### src/rtl/vend_pkg.sv
// vend_pkg: shared FSM state encoding, width helper and default price/coin tables
package vend_pkg;
  localparam logic [1:0] S_IDLE   = 2'd0;
  localparam logic [1:0] S_CREDIT = 2'd1;
  localparam logic [1:0] S_VEND   = 2'd2;
  localparam logic [1:0] S_CHANGE = 2'd3;
  localparam logic [31:0] DEF_PRICES   = {8'd5, 8'd5, 8'd3, 8'd2};
  localparam logic [23:0] DEF_COIN_VAL = {8'd5, 8'd2, 8'd1};
  function automatic int clog2(input int n);
    return n > 1 ? $clog2(n) : 1;
  endfunction
endpackage

### src/rtl/change_picker.sv
// change_picker: greedy choice of the largest coin denomination not exceeding the credit
module change_picker
  import vend_pkg::*;
#(
  parameter int N_COIN = 3,
  parameter int CW = 8,
  parameter logic [N_COIN*CW-1:0] COIN_VAL = DEF_COIN_VAL
) (
  input  logic [CW-1:0] credit,
  output logic [clog2(N_COIN)-1:0] idx
);
  localparam int W = clog2(N_COIN);
  // denominations ascend, so the last one that fits is the largest
  always_comb begin
    idx = '0;
    for (int k = 0; k < N_COIN; k++)
      if (COIN_VAL[k*CW +: CW] <= credit) idx = W'(k);
  end
endmodule

### src/rtl/vend_ctrl_multi.sv
// vend_ctrl_multi: multi-product vending FSM with credit, refund timeout and handshaked change payout
module vend_ctrl_multi
  import vend_pkg::*;
#(
  parameter int N_PROD = 4,
  parameter int N_COIN = 3,
  parameter int CW = 8,
  parameter logic [N_PROD*CW-1:0] PRICES = DEF_PRICES,
  parameter logic [N_COIN*CW-1:0] COIN_VAL = DEF_COIN_VAL,
  parameter int MAX_CREDIT = 50,
  parameter int TIMEOUT = 1000
) (
  input  logic clk,
  input  logic reset,
  input  logic coin_valid,
  input  logic [clog2(N_COIN)-1:0] coin_sel,
  input  logic sel_valid,
  input  logic [clog2(N_PROD)-1:0] sel_idx,
  input  logic cancel,
  input  logic chg_ready,
  output logic chg_valid,
  output logic [clog2(N_COIN)-1:0] chg_coin,
  output logic vend_valid,
  output logic [clog2(N_PROD)-1:0] vend_idx,
  output logic coin_reject,
  output logic sel_err,
  output logic [CW-1:0] credit,
  output logic busy
);
  localparam int PW = clog2(N_PROD);
  localparam int KW = clog2(N_COIN);
  localparam logic [CW:0] MAXC = (CW+1)'(MAX_CREDIT);
  if (MAX_CREDIT >= (1 << CW) || COIN_VAL[CW-1:0] != CW'(1)) begin : g_bad_param
    $error("vend_ctrl_multi: MAX_CREDIT must fit in CW bits and COIN_VAL[0] must be 1");
  end
  logic [1:0] state;
  logic sel_pending;
  logic [PW-1:0] sel_reg;
  logic [31:0] tmr;
  logic [CW-1:0] price, cval, oval, rem;
  logic [CW:0] sum;
  logic [KW-1:0] pick;
  logic go_vend, tout, quiet;
  // credit left after this cycle's deduction; feeds the greedy picker so chg_coin is ready when registered
  always_comb begin
    price = PRICES[sel_reg*CW +: CW];
    cval = COIN_VAL[coin_sel*CW +: CW];
    oval = COIN_VAL[chg_coin*CW +: CW];
    sum = {1'b0, credit} + {1'b0, cval};
    rem = state == S_VEND ? credit - price : state == S_CHANGE ? credit - oval : credit;
    quiet = !coin_valid && !sel_valid;
    go_vend = sel_pending && credit >= price;
    tout = TIMEOUT != 0 && state == S_CREDIT && quiet && tmr == TIMEOUT - 1;
  end
  change_picker #(.N_COIN(N_COIN), .CW(CW), .COIN_VAL(COIN_VAL)) u_pick (.credit(rem), .idx(pick));
  assign busy = state == S_VEND || state == S_CHANGE;
  // main controller: coin/selection handling, vend, refund and change handshake
  always_ff @(posedge clk or posedge reset) begin
    if (reset) begin
      state <= S_IDLE;
      credit <= '0;
      sel_pending <= 1'b0;
      sel_reg <= '0;
      tmr <= '0;
      chg_valid <= 1'b0;
      chg_coin <= '0;
      vend_valid <= 1'b0;
      vend_idx <= '0;
      coin_reject <= 1'b0;
      sel_err <= 1'b0;
    end else begin
      vend_valid <= 1'b0;
      coin_reject <= 1'b0;
      sel_err <= 1'b0;
      tmr <= state == S_CREDIT && quiet ? tmr + 1 : '0;
      case (state)
        S_IDLE, S_CREDIT: begin
          if (state == S_CREDIT && (cancel || tout)) begin
            state <= credit == 0 ? S_IDLE : S_CHANGE;
            chg_valid <= credit != 0;
            chg_coin <= pick;
            sel_pending <= 1'b0;
            coin_reject <= coin_valid;
          end else begin
            if (coin_valid) begin
              if (sum > MAXC) coin_reject <= 1'b1;
              else begin
                credit <= sum[CW-1:0];
                state <= S_CREDIT;
              end
            end
            if (go_vend) begin
              state <= S_VEND;
              vend_valid <= 1'b1;
              vend_idx <= sel_reg;
            end else if (sel_valid) begin
              if (int'(sel_idx) >= N_PROD) sel_err <= 1'b1;
              else begin
                sel_pending <= 1'b1;
                sel_reg <= sel_idx;
              end
            end
          end
        end
        S_VEND: begin
          coin_reject <= coin_valid;
          credit <= rem;
          sel_pending <= 1'b0;
          state <= rem == 0 ? S_IDLE : S_CHANGE;
          chg_valid <= rem != 0;
          chg_coin <= pick;
        end
        default: begin
          coin_reject <= coin_valid;
          if (chg_ready) begin
            credit <= rem;
            state <= rem == 0 ? S_IDLE : S_CHANGE;
            chg_valid <= rem != 0;
            chg_coin <= pick;
          end
        end
      endcase
    end
  end
endmodule

### config.mk
export PLATFORM = sky130hd
export DESIGN_NAME = vend_ctrl_multi
export DESIGN_NICKNAME = d
export VERILOG_FILES = /design/src/rtl/vend_pkg.sv /design/src/rtl/change_picker.sv /design/src/rtl/vend_ctrl_multi.sv
export SDC_FILE = /design/constraint.sdc
export NUM_CORES = 1
export LEC_CHECK = 0
export CORE_MARGIN = 2
export CORE_UTILIZATION = 45
export DETAILED_ROUTE_END_ITERATION = 8
export PLACE_DENSITY_LB_ADDON = 0.2
export SKIP_CTS_REPAIR_TIMING = 1
export SLEW_MARGIN = 20
export SYNTH_ARGS = -nofsm -noshare
export SYNTH_HDL_FRONTEND = slang
export SYNTH_SLANG_ARGS = --single-unit
### constraint.sdc
create_clock -name clk -period 6.6 [get_ports clk]
set_input_delay 0.99 -clock clk [delete_from_list [all_inputs] [get_ports clk]]
set_output_delay 0.99 -clock clk [all_outputs]
set_load 0.02 [all_outputs]
# Word level (Yosys, flattened, before mapping)
# Cells that the tools add are included.
dict set report totals {
  output_inout_bits 17
  reg_bits 52
}
dict set report classes {
  shifts 3
  n_reduce_logical 23
  eq_ne 12
  order_cmp 4
  addsub 4
  n_bitwise 2
  muxes 35
}
# cell count
set ops {}
lappend ops {{$mux W8} 6}
lappend ops {{$shiftx A24 B6 Y8 const A} 2}
lappend ops {{$add A32 B1 Y32 const B} 1}
lappend ops {{$eq A32 B10 Y1 const B} 1}
lappend ops {{$mux W32} 1}
lappend ops {{$shiftx A32 B6 Y8 const A} 1}
lappend ops {{$mux W2} 10}
lappend ops {{$logic_not A8 Y1} 2}
lappend ops {{$pmux W8 S2} 1}
lappend ops {{$reduce_bool A8 Y1} 2}
lappend ops {{$sub A8 B8 Y8} 2}
lappend ops {{$mux W1} 13}
lappend ops {{$add A8 B8 Y9} 1}
lappend ops {{$gt A9 B6 Y1 const B} 1}
lappend ops {{$reduce_and A3 Y1} 3}
lappend ops {{$ge A8 B8 Y1} 1}
lappend ops {{$le A2 B8 Y1 const A} 1}
lappend ops {{$le A3 B8 Y1 const A} 1}
lappend ops {{$ne A2 B2 Y1 const B} 4}
lappend ops {{$ne A4 B4 Y1 const B} 2}
lappend ops {{$pmux W2 S2} 2}
lappend ops {{$reduce_and A4 Y1} 2}
lappend ops {{$ne A3 B3 Y1 const B} 2}
lappend ops {{$logic_and A1 B1 Y1} 5}
lappend ops {{other kinds (11)} 16}

# Longest topological paths before layout
dict set report logic_depth {
  word_depth 9
  ltp_mapped 11
}

# Modules after synthesis
# A second synthesis with hierarchy kept.
dict set report hier_totals {
  hier_cells 412
  hier_area_um2 3662.3
}
# module cells_each area_each_um2 instances seq_area_each_um2
set modules_own_cells {}
lappend modules_own_cells {vend_ctrl_multi 405 3609.7 1 1301.2}
lappend modules_own_cells {change_picker 7 52.6 1 0.0}

# Worst setup path after synthesis
# Ideal clock, no wire load.
dict set report synth_timing {
  kind {input port to flip-flop}
  start {in coin_sel[0]}
  end {reg credit[4]}
  t_arrival_ps 3144
  path_buffers 0
  setup_slack_ps 3330
  setup_time_ps 126
  path_stages 10
  cell_sequence {inv_1 ha_1 inv_1 fa_1 xor2_1 o21ai_0 or3_1 a31oi_1 o32ai_1 a311o_1}
}
dict set report synth_via {
  elab_chain_len 6
  word_cells_on_any_way 9
  classes_between {add/sub (1); order compare (1); eq/ne (1); shift (1); mux (4); reduce/logical (1)}
}
# element line
set synth_lines {}
lappend synth_lines {{start, declared} vend_ctrl_multi.sv:16} ;# input logic [clog2(N_COIN)-1:0] coin_sel,
lappend synth_lines {{$shiftx A24 B6 Y8 (*)} vend_ctrl_multi.sv:47} ;# cval = COIN_VAL[coin_sel*CW +: CW];
lappend synth_lines {{$add A8 B8 Y9 (*)} vend_ctrl_multi.sv:49} ;# sum = {1'b0, credit} + {1'b0, cval};
lappend synth_lines {{branches (longest 4 deep; another with $gt A9 B6 Y1)} -}
lappend synth_lines {{end signal, assigned} vend_ctrl_multi.sv:88} ;# credit <= sum[CW-1:0];
lappend synth_lines {{end signal, assigned} vend_ctrl_multi.sv:107} ;# credit <= rem;
lappend synth_lines {{end signal, assigned} vend_ctrl_multi.sv:116} ;# credit <= rem;
lappend synth_lines {{end, declared} vend_ctrl_multi.sv:27} ;# output logic [CW-1:0] credit,
# Every way passes the cells marked *. The select of a mux whose other input is x is not followed.
# A chain may end at the register's enable or synchronous reset.

# Worst setup path after layout
# Same ends and word-level chain as after synthesis.

==> results.md <==
* Status: finished clean
* Flop pwr share at 0.420
* Largest register FFs at 32
* Netlist cell types at 66
* Gpl congestion at around 0.90
* Combinational share of power at 0.374
* Max Clock Skew at 0.00815 ns
* Placed Area at between 0.003 and 0.004 mm2
* Peak VDD IR at 0.000179 V
* Setup TNS at 0 ns
* Hold Path Class: reg -> reg
* Final setup fails at 0
* Most used cell, CP: inv_1
* Clock share of power at 0.206
* First-pass GRT wire length at 13300 um
* Root Buffer: clkbuf_8
* Max clock buf depth at 2
* Starting density of the core at 0.468
* RSZ-0062 raised after global routing: no
* Routed Antenna Nets at 0
* Synth async-reset ratio at 1.00
* IO Pins at 27
* Fraction of layout cells with a size suffix above 1 at 0.0877
* Number of DRC markers in iteration 0 at 197
* Post-Place Cells at 490
* Max H-tree Level at 2
* Synth warn at 0
* Via count at 2861
* Internal power at approximately 570 uW
* Aggregate global routing overflow at 0
* Cells after synthesis at about 380
* Hold slack at 0.524 ns
* Routed WL per cell at around 16 um
* CP endpoint kind: flop
* Clk_lat worst skew at 0.32 ns
* Fmax at 0.257 GHz
* FF-to-FF Start: credit[1]
* Post-DP HPWL at approximately 5500 um
* Finished Layout Cells at roughly 500
* Die area at 0.00834 mm2
* Hold depth at 1
* Crit-path max FO at 10
* PwrDens at 245 mW/mm2
* Die Wd at 91.3 um
* Crit path cell chain: clkdlybuf4s50_1 > inv_1 > ha_1 > inv_1 > fa_1 > xor2_1 > o21ai_0 > or3_1 > a31oi_1 > o32ai_1 > a311o_1
* Initial antenna violation count at 0
* Core box area at roughly 0.0073 mm2
* Num rows at 31
* Buffers and inverters on the worst path at 3
* GRT Total Usage at 0.196
* Switching share of total power at 0.394
* Worst slew margin at 0.367
* Min-delay src: tmr[0]
* DRT Pass-1 Iters at 4
* Number of synthesized flops with an enable pin at 0
* Antenna diodes at 0
* Vias in the first global route at ~2700
* Worst path required time at 6.81 ns
* Main flop type after synthesis: dfrtp_1
* Worst Reg2Reg Path Length in Cells at 8
* Final setup margin at ~2.7 ns
* Pwr Total at 938 uW
* CTS tree: built
* WP data arrival at 4.10 ns
* Type of origin of the critical path: input port
* Reg with most FFs: tmr
* Max Cap Viol at 0
* Via density at 5.74
* Die Ht at 91.3 um
* Synthesized area at between 0.003 and 0.004 mm2
* Largest net degree at the start of global routing at 53
* Clock Sinks at 52
* Total clock buffers created by CTS at 5
* Fin. Hold Viols at 0
* Crit path max-delay family: compound AO/OA/AOI/OAI gates
* Biggest regs: tmr: 32 flops, credit: 8 flops
* DRC at 0
* Total length of routed wires at 7860 um
* Clock-pin slew on the worst setup and hold paths at around 0.1 ns
* CP peak stage delay at approximately 0.73 ns
* Period utilization at 0.591
* Worst-Margin Slew at 0.945 ns
* Final core utilization at 0.521
* #FFs+latches synth at 52
* Crit path from: coin_sel[0]
* Mean area per synthesized cell at 8.98 um2
* CP max-delay cell: a31oi_1
* Max-slew violations at 0
* NetSw at between 300 and 400 uW
* Final net count at 421
* Port bufs at 25
* Fill cell count at ~700
* Post-route cell area at 0.00382 mm2
* Instance count on the critical path at 11
* Period minus WS final at 3.90 ns
* Type of the worst setup path: in -> reg
* Worst slack, placed at 2.41 ns
* Static leakage at 1.52 nW
* Post-synthesis sequential area ratio at 0.379
* Mapped Nets at 405
* Area grow syn2layout at 11.3%
==> power groups by stage <==
| stage | clock network, mW | registers, mW | logic [mW] |
|---|---|---|---|
| floorplan | 0 | 0.386 | 0.245 |
| CTS | 0.201 | 0.393 | 0.347 |
| finish | 0.193 | 0.394 | 0.350 |
| global placement | 0 | 0.398 | 0.343 |
| detailed placement | 0 | 0.399 | 0.343 |
| global route | 0.214 | 0.400 | 0.387 |
==> synthesized netlist by cell type, types with 2 or more instances <==
| cell | n | share of area |
|---|---|---|
| nand4b_1 | 3 | 0.0077 |
| and4_1 | 3 | 0.0077 |
| nor3b_1 | 2 | 0.0044 |
| nor4_1 | 13 | 0.024 |
| a31oi_1 | 2 | 0.0036 |
| clkbuf_1 | 14 | 0.015 |
| o21ai_0 | 12 | 0.018 |
| o31ai_1 | 3 | 0.0066 |
| nor3_1 | 12 | 0.018 |
| mux2i_1 | 3 | 0.0088 |
| and2_1 | 4 | 0.0073 |
| o21a_1 | 2 | 0.0044 |
| inv_1 | 17 | 0.019 |
| dfrtp_1 | 52 | 0.38 |
| a211oi_1 | 3 | 0.0066 |
| o311a_1 | 2 | 0.0058 |
| nand3_1 | 16 | 0.023 |
| xnor2_1 | 15 | 0.038 |
| a21o_1 | 3 | 0.0066 |
| or4_1 | 2 | 0.0044 |
| mux2_4 | 5 | 0.022 |
| o2111ai_1 | 2 | 0.0051 |
| xor2_1 | 18 | 0.046 |
| nor3_4 | 2 | 0.0095 |
| nand3b_1 | 2 | 0.0044 |
| nand2b_1 | 3 | 0.0055 |
| nor2_1 | 50 | 0.055 |
| nor2b_1 | 8 | 0.015 |
| nand2_1 | 26 | 0.028 |
| or2_2 | 6 | 0.011 |
| nand4_1 | 9 | 0.016 |
| fa_1 | 3 | 0.018 |
| and3_1 | 6 | 0.011 |
| a21oi_1 | 11 | 0.016 |
| ha_1 | 10 | 0.036 |
| o211ai_1 | 3 | 0.0066 |
| or3_1 | 5 | 0.0091 |
| o2bb2ai_1 | 2 | 0.0051 |
==> layout by cell type, fill, tap and decap left out, types with 3 or more instances in the layout <==
| cell type | instances |
|---|---|
| nor2b_1 | 8 |
| and4_1 | 3 |
| ha_1 | 10 |
| a21o_1 | 3 |
| a21oi_1 | 11 |
| and3_1 | 6 |
| inv_1 | 16 |
| xor2_1 | 18 |
| nand2_1 | 26 |
| mux2i_1 | 3 |
| clkdlybuf4s50_1 | 25 |
| nand2b_1 | 3 |
| nand4_1 | 9 |
| xnor2_1 | 15 |
| nand4b_1 | 3 |
| nor2_1 | 50 |
| a211oi_1 | 3 |
| nor3_1 | 12 |
| or3_1 | 5 |
| nor4_1 | 13 |
| fa_1 | 3 |
| clkbuf_8 | 5 |
| o21ai_0 | 12 |
| mux2_4 | 5 |
| o211ai_1 | 3 |
| dfrtp_1 | 52 |
| or2_2 | 6 |
| nand3_1 | 16 |
| and2_1 | 4 |
| o31ai_1 | 3 |
==> per-layer routing <==
| metal | GRT usage | wire length (um) |
|---|---|---|
| met1 | 0.297 | 3910 |
| met3 | 0.0257 | 307 |
| met4 | 0.0581 | 102 |
| met5 | 0 | 0 |
| met2 | 0.293 | 3540 |
==> worst reg2reg max path, delay by kind of cell, from the launching register on <==
family                   cells  cell delay [ns]
AO/OA/AOI/OAI                4             1.40
XOR/XNOR                     1             0.21
adder cells (fa/ha/maj)      1             0.50
buffers and inverters        1             0.14
flip-flops                   1             0.72
AND/OR/NAND/NOR              1             0.36
==> area by class of cell <==
| type | instances | area [um2] | area share |
|---|---|---|---|
| clock buffer | 5 | 68.8 | 0.0180 |
| clock inverter | 3 | 21.3 | 0.00557 |
| inverter | 18 | 67.6 | 0.0177 |
| multi-input combinational | 294 | 1970 | 0.516 |
| sequential | 52 | 1300 | 0.341 |
| tap | 99 | 124 | 0.0324 |
| timing repair buffer | 27 | 265 | 0.0694 |
==> path summary, 6_finish.rpt <==
| kind | end | slack [ns] |
|---|---|---|
| min in group asynchronous | tmr[16] | 1.17 |
| max in group asynchronous | credit[2] | 5.00 |
| worst max-delay path | credit[4] | 2.70 |
| worst min register to register | tmr[0] | 0.52 |
| worst max register to register | credit[4] | 3.16 |
| worst min-delay path | tmr[0] | 0.52 |
==> logic make-up after synthesis <==
family | Yosys count | synth area share
other | 1 | 0.00109
and+or+nand+nor | 179 | 0.279
buffers and inverters | 36 | 0.0459
xor gates and xnor gates | 33 | 0.0842
adders and majority gates | 13 | 0.0540
DFF | 52 | 0.379
AOI/OAI and AO/OA | 59 | 0.123
muxes | 9 | 0.0339
Power figures use the tool's default switching activity.
